### config.mk
export PLATFORM = sky130hd
export DESIGN_NAME = sargantana_set_ram_ctrl_flat
export DESIGN_NICKNAME = d
export VERILOG_FILES = /design/src/rtl/sargantana_set_ram_ctrl_if.sv /design/src/rtl/sargantana_set_ram_ctrl.sv /design/src/flat_wrapper.sv
export SDC_FILE = /design/constraint.sdc
export NUM_CORES = 1
export LEC_CHECK = 0
export BUFFER_PORTS_ARGS = -buffer_cell sky130_fd_sc_hd__buf_2
export CAP_MARGIN = 0
export CORE_AREA = 2 2 212 214
export CTS_BUF_LIST = sky130_fd_sc_hd__clkbuf_2
export CTS_CLUSTER_SIZE = 14
export DETAILED_ROUTE_END_ITERATION = 12
export DIE_AREA = 0 0 214 216
export PLACE_DENSITY = 0.31
export REMOVE_ABC_BUFFERS = 1
export SLEW_MARGIN = 5
export SYNTH_ARGS = -nofsm -noshare
export SYNTH_HDL_FRONTEND = slang
export SYNTH_SLANG_ARGS = --single-unit
### constraint.sdc
create_clock -name clk_i -period 3.6 [get_ports clk_i]
set_clock_uncertainty 0.05 [all_clocks]
set_input_delay 0.72 -clock clk_i [delete_from_list [all_inputs] [get_ports clk_i]]
set_output_delay 0.72 -clock clk_i [all_outputs]
set_load 0.1 [all_outputs]
### src/rtl/sargantana_set_ram_ctrl_if.sv
// Bundle between the icache FSM / set RAM and the set RAM controller.
// The slave modport is the controller's view; the master modport is its environment's view.
interface sargantana_set_ram_ctrl_if #(
    parameter int DATA_W = 128,
    parameter int ADDR_W = 6
);
    logic              flush_i;
    logic              flush_busy_o;
    logic              flush_done_o;
    logic              wr_valid_i;
    logic              wr_ready_o;
    logic [ADDR_W-1:0] wr_addr_i;
    logic [DATA_W-1:0] wr_data_i;
    logic              rd_valid_i;
    logic              rd_ready_o;
    logic [ADDR_W-1:0] rd_addr_i;
    logic              rd_valid_o;
    logic [DATA_W-1:0] rd_data_o;
    logic              ram_req_o;
    logic              ram_we_o;
    logic [ADDR_W-1:0] ram_addr_o;
    logic [DATA_W-1:0] ram_data_o;
    logic [DATA_W-1:0] ram_data_i;

    modport slave (
        input  flush_i, wr_valid_i, wr_addr_i, wr_data_i, rd_valid_i, rd_addr_i, ram_data_i,
        output flush_busy_o, flush_done_o, wr_ready_o, rd_ready_o, rd_valid_o, rd_data_o,
               ram_req_o, ram_we_o, ram_addr_o, ram_data_o
    );

    modport master (
        output flush_i, wr_valid_i, wr_addr_i, wr_data_i, rd_valid_i, rd_addr_i, ram_data_i,
        input  flush_busy_o, flush_done_o, wr_ready_o, rd_ready_o, rd_valid_o, rd_data_o,
               ram_req_o, ram_we_o, ram_addr_o, ram_data_o
    );
endinterface

### src/rtl/sargantana_set_ram_ctrl.sv
// Single-port set RAM controller: flush sweep > refill write > lookup read, one op per cycle.
// Optional SET_RAM_CTRL_INIT_ON_RESET_EN: sweep the array automatically after reset release.
module sargantana_set_ram_ctrl #(
    parameter int DATA_W = 128,
    parameter int ADDR_W = 6,
    parameter int DEPTH  = 64
) (
    input  logic                        clk_i,
    input  logic                        rstn_i,
    sargantana_set_ram_ctrl_if.slave    bus
);

    typedef enum logic {IDLE, FLUSH} state_t;

    localparam logic [ADDR_W-1:0] LAST     = ADDR_W'(DEPTH - 1);
    localparam logic [ADDR_W-1:0] PRE_LAST = ADDR_W'((DEPTH > 1) ? DEPTH - 2 : 0);

    state_t            r_state;
    logic [ADDR_W-1:0] r_cnt;
    logic              r_busy;
    logic              r_done;
    logic              r_rd_vld_p1;

    logic w_idle;
    logic w_flush_req;
    logic w_init;
    logic w_wr_acc;
    logic w_rd_acc;
    logic w_sweep;

`ifdef SET_RAM_CTRL_INIT_ON_RESET_EN
    logic r_init;

    // Pending auto-sweep request, consumed on the first edge after reset release.
    always_ff @(posedge clk_i or negedge rstn_i) begin
        if (!rstn_i)
            r_init <= 1'b1;
        else if (r_state == IDLE)
            r_init <= 1'b0;
    end

    assign w_init = r_init;
`else
    assign w_init = 1'b0;
`endif

    assign w_idle      = (r_state == IDLE);
    assign w_sweep     = (r_state == FLUSH);
    assign w_flush_req = bus.flush_i | w_init;

    // A flush request in IDLE takes the cycle; neither client is served.
    assign bus.wr_ready_o = rstn_i & w_idle & ~w_flush_req;
    assign bus.rd_ready_o = rstn_i & w_idle & ~w_flush_req & ~bus.wr_valid_i;

    assign w_wr_acc = bus.wr_valid_i & bus.wr_ready_o;
    assign w_rd_acc = bus.rd_valid_i & bus.rd_ready_o;

    assign bus.ram_req_o  = w_sweep | w_wr_acc | w_rd_acc;
    assign bus.ram_we_o   = w_sweep | w_wr_acc;
    assign bus.ram_addr_o = w_sweep  ? r_cnt         :
                            w_wr_acc ? bus.wr_addr_i :
                            w_rd_acc ? bus.rd_addr_i : '0;
    assign bus.ram_data_o = w_wr_acc ? bus.wr_data_i : '0;

    assign bus.rd_data_o    = bus.ram_data_i;
    assign bus.rd_valid_o   = r_rd_vld_p1;
    assign bus.flush_busy_o = r_busy;
    assign bus.flush_done_o = r_done;

    always_ff @(posedge clk_i or negedge rstn_i) begin
        if (!rstn_i) begin
            r_state     <= IDLE;
            r_cnt       <= '0;
            r_busy      <= 1'b0;
            r_done      <= 1'b0;
            r_rd_vld_p1 <= 1'b0;
        end else begin
            // p0 -> p1: RAM returns read data one cycle after the accepted request
            r_rd_vld_p1 <= w_rd_acc;
            case (r_state)
                IDLE: begin
                    if (w_flush_req) begin
                        r_state <= FLUSH;
                        r_cnt   <= '0;
                        r_busy  <= 1'b1;
                        r_done  <= (DEPTH == 1);
                    end
                end
                FLUSH: begin
                    // flush_i is deliberately not looked at here: a sweep is never restarted.
                    if (r_cnt == LAST) begin
                        r_state <= IDLE;
                        r_cnt   <= '0;
                        r_busy  <= 1'b0;
                        r_done  <= 1'b0;
                    end else begin
                        r_cnt  <= r_cnt + ADDR_W'(1);
                        r_done <= (r_cnt == PRE_LAST);
                    end
                end
                default: begin
                    r_state <= IDLE;
                    r_cnt   <= '0;
                    r_busy  <= 1'b0;
                    r_done  <= 1'b0;
                end
            endcase
        end
    end

endmodule
### src/flat_wrapper.sv
// flat-port wrapper written by rule: the top's interface ports become plain ports
module sargantana_set_ram_ctrl_flat 
#(
    parameter int DATA_W = 128,
    parameter int ADDR_W = 6,
    parameter int DEPTH  = 64
)
  (clk_i, rstn_i, bus_flush_i, bus_wr_valid_i, bus_wr_addr_i, bus_wr_data_i, bus_rd_valid_i, bus_rd_addr_i, bus_ram_data_i, bus_flush_busy_o, bus_flush_done_o, bus_wr_ready_o, bus_rd_ready_o, bus_rd_valid_o, bus_rd_data_o, bus_ram_req_o, bus_ram_we_o, bus_ram_addr_o, bus_ram_data_o);
  sargantana_set_ram_ctrl_if #(.DATA_W(DATA_W), .ADDR_W(ADDR_W)) bus_i ();
  input  logic clk_i;
  input  logic rstn_i;
  input wire logic [$bits(bus_i.flush_i)-1:0] bus_flush_i;
  input wire logic [$bits(bus_i.wr_valid_i)-1:0] bus_wr_valid_i;
  input wire logic [$bits(bus_i.wr_addr_i)-1:0] bus_wr_addr_i;
  input wire logic [$bits(bus_i.wr_data_i)-1:0] bus_wr_data_i;
  input wire logic [$bits(bus_i.rd_valid_i)-1:0] bus_rd_valid_i;
  input wire logic [$bits(bus_i.rd_addr_i)-1:0] bus_rd_addr_i;
  input wire logic [$bits(bus_i.ram_data_i)-1:0] bus_ram_data_i;
  output wire logic [$bits(bus_i.flush_busy_o)-1:0] bus_flush_busy_o;
  output wire logic [$bits(bus_i.flush_done_o)-1:0] bus_flush_done_o;
  output wire logic [$bits(bus_i.wr_ready_o)-1:0] bus_wr_ready_o;
  output wire logic [$bits(bus_i.rd_ready_o)-1:0] bus_rd_ready_o;
  output wire logic [$bits(bus_i.rd_valid_o)-1:0] bus_rd_valid_o;
  output wire logic [$bits(bus_i.rd_data_o)-1:0] bus_rd_data_o;
  output wire logic [$bits(bus_i.ram_req_o)-1:0] bus_ram_req_o;
  output wire logic [$bits(bus_i.ram_we_o)-1:0] bus_ram_we_o;
  output wire logic [$bits(bus_i.ram_addr_o)-1:0] bus_ram_addr_o;
  output wire logic [$bits(bus_i.ram_data_o)-1:0] bus_ram_data_o;
  assign bus_i.flush_i = bus_flush_i;
  assign bus_i.wr_valid_i = bus_wr_valid_i;
  assign bus_i.wr_addr_i = bus_wr_addr_i;
  assign bus_i.wr_data_i = bus_wr_data_i;
  assign bus_i.rd_valid_i = bus_rd_valid_i;
  assign bus_i.rd_addr_i = bus_rd_addr_i;
  assign bus_i.ram_data_i = bus_ram_data_i;
  assign bus_flush_busy_o = bus_i.flush_busy_o;
  assign bus_flush_done_o = bus_i.flush_done_o;
  assign bus_wr_ready_o = bus_i.wr_ready_o;
  assign bus_rd_ready_o = bus_i.rd_ready_o;
  assign bus_rd_valid_o = bus_i.rd_valid_o;
  assign bus_rd_data_o = bus_i.rd_data_o;
  assign bus_ram_req_o = bus_i.ram_req_o;
  assign bus_ram_we_o = bus_i.ram_we_o;
  assign bus_ram_addr_o = bus_i.ram_addr_o;
  assign bus_ram_data_o = bus_i.ram_data_o;
  sargantana_set_ram_ctrl #(.DATA_W(DATA_W), .ADDR_W(ADDR_W), .DEPTH(DEPTH)) u_core (.clk_i(clk_i), .rstn_i(rstn_i), .bus(bus_i));
endmodule
==> results.yml <==
clock_network:
  cts.sinks: 10
  cts_buffers: 3
  postCtsSetupRepairBufs: 0
  h-tree-depth: 1
  holdBufCountCts: 0
  cts_tree: "done"
  clock_tree.root_cell: "clkbuf_2"
  clk_latency_ns: 0.26
  clk_pin_slew_ns: 0.11
  cts_buffer_depth: 2
  cts_resized: 0
detailed_routing:
  final_antenna_net_count: 0
  post_drt_wl_per_cell_um: 38.0
  drcViolationCount: 0
  drt-vias-per-instance: 3.03
  vias: 3318
  finalWirelength_um: 41600
  drtPass1Iterations: 4
  drt_iter0_drc: 143
setup_path:
  cp-start-kind: "input port"
  crit_type: "in2out"
  cp_slowest_cell: "buf_2"
  path_delay_family: "buffers and inverters"
  critPathBufInv: 4
  r2r_start: "u_core.r_cnt[0]"
  required_ns: 2.83
  cp-end-kind: "output port"
  crit_start: "bus_flush_i"
  crit_chain: "buf_2, nor4bb_4, buf_12, buf_12, and2_1, buf_2"
  slowest_delay_ns: 0.43
  worstPathArrival_ns: 2.33
  path_max_fanout: 58
synthesis:
  synthArstFlopShare_pct: 100
  syn_inst: 343
  yosysWarnings: 0
  yosysSeqAreaShare_pct: 9.88
  syn_area_sq_mm: 0.00253
  synth_area_per_cell_sq_um: 7.39
  synthFlopType: "dfrtp_1"
  netlist-cell-type-count: 32
  synth-seq-cells: 10
  synth_edf_count: 0
power:
  p_per_area_mw_per_mm2: 198
  totalPowerFinal_mw: 1.03
  cellLeakagePower_nw: 2.33
  ir_drop_v: 0.000202
sta:
  fin_crit_ns: 3.10
  hold_viol_final: 0
  finalCritPeriodShare_pct: 86.1
  worst_slew_pin_slew_ns: 0.556
  slew_headroom_pct: 63.2
  slew_violations: 0
  hold-worst-slack_ns: 0.339
  fmax_mhz: 323
  setup_viol: 0
  grt_setup_unrepaired: "no"
global_routing:
  grt_pass1_vias: 3386
  grtUsageTotal_pct: 17.4
  grt_overflow_total: 0
  grt_max_degree: 59
  antenna_found_initial: 43
  grt_pass1_wl_um: 49700
floorplan:
  die_area_sq_mm: 0.0462
  die_h_um: 216
  die_x_um: 214
  initial_core_util_pct: 5.78
  rows: 77
  core_area_sq_mm: 0.0438
  boundaryPins: 542
final_layout:
  final_nets: 769
  final_cell_mix: "buf_2 (180), and2_1 (129), buf_12 (100)"
  multi_input_area_sq_mm: 0.00116
  layout_commonest_cell: "buf_2"
  drive_gt1_share_pct: 60.4
  area_growth_pct: 105
  final_util_pct: 11.9
  design_area_sq_mm: 0.00520
  filler_cell_count: 5103
  regArea_sq_um: 250
placed_design:
  gp_congestion: 0.841
  post_dp_cell_area_sq_mm: 0.00516
  port_buffers: 285
  dpl.hpwl_um: 38600
status:
  status: "complete, no violations"
flow_run:
  drv_cap: 0
worst_hold_path:
  hold_class: "in2async"
## state kept, by name (all words and copies together), names as in the netlist
name / cells
u_core.r_cnt: 6
u_core.bus.flush_busy_o: 1
u_core.bus.rd_valid_o: 1
u_core.r_state: 1
u_core.bus.flush_done_o: 1
## through the flow
step                      instances  setup TNS [ns]  setup slack, ns
after floorplan                 197         -133.51            -1.07
after global placement         1081               0            0.487
after detailed placement       1081               0            0.484
after CTS                      1085               0            0.468
after global routing           1089               0            0.386
final                          1095               0            0.500
## cell families after synthesis
| kind of cell | synth area share [%] |
|---|---|
| xor gates and xnor gates | 0.346 |
| AOI/OAI and AO/OA | 6.27 |
| buffers and inverters | 44.4 |
| adders and majority gates | 0.987 |
| DFF | 9.88 |
| and+or+nand+nor | 38.1 |
## per-layer routing
layer	up-vias	GRT usage, %	wire, um
met5	-	10.8	812
met4	38	0.793	142
met3	44	29.4	15000
met2	618	19.5	13200
met1	1368	15.0	12400
li1	1250	-	-
## Yosys cell counts (2+ instances only)
cell type	number	share of area, %
o21ai_0	5	0.99
buf_4	128	38
nand2_1	10	1.5
dfrtp_1	10	9.9
buf_6	8	3.6
inv_1	4	0.59
a22o_1	4	1.4
and3_1	4	0.99
and2_1	129	32
clkbuf_2	7	1.4
a21oi_1	4	0.79
a21o_1	4	1.2
ha_1	2	0.99
nor2_1	4	0.59
nand3_1	3	0.59
## final cells by class
type,count,area share (%)
tap,592,14.2
clock inverter,1,0.0722
clock buffer,3,0.289
sequential,10,4.81
inverter,4,0.289
multi-input combinational,183,22.3
antenna,10,0.481
timing repair buffer,292,57.5
## final timing paths
kind	depth (start not counted)	to	slack, ns
max	6	bus_ram_data_o[59]	0.50
min	2	u_core.r_cnt[4]	0.34
max reg2reg	4	u_core.r_cnt[3]	1.82
min reg2reg	2	u_core.bus.flush_done_o	0.48
max in group asynchronous	2	u_core.r_state	3.00
min in group clk_i	2	u_core.bus.flush_done_o	0.48
## power breakdown
| group | switching [mW] | total, mW | internal, mW |
|---|---|---|---|
| logic | 0.521 | 0.731 | 0.210 |
| clock network | 0.0422 | 0.0664 | 0.0241 |
| registers | 0.0795 | 0.232 | 0.153 |
| total | 0.643 | 1.03 | 0.387 |
No activity file was read; power rests on OpenSTA's default activity.
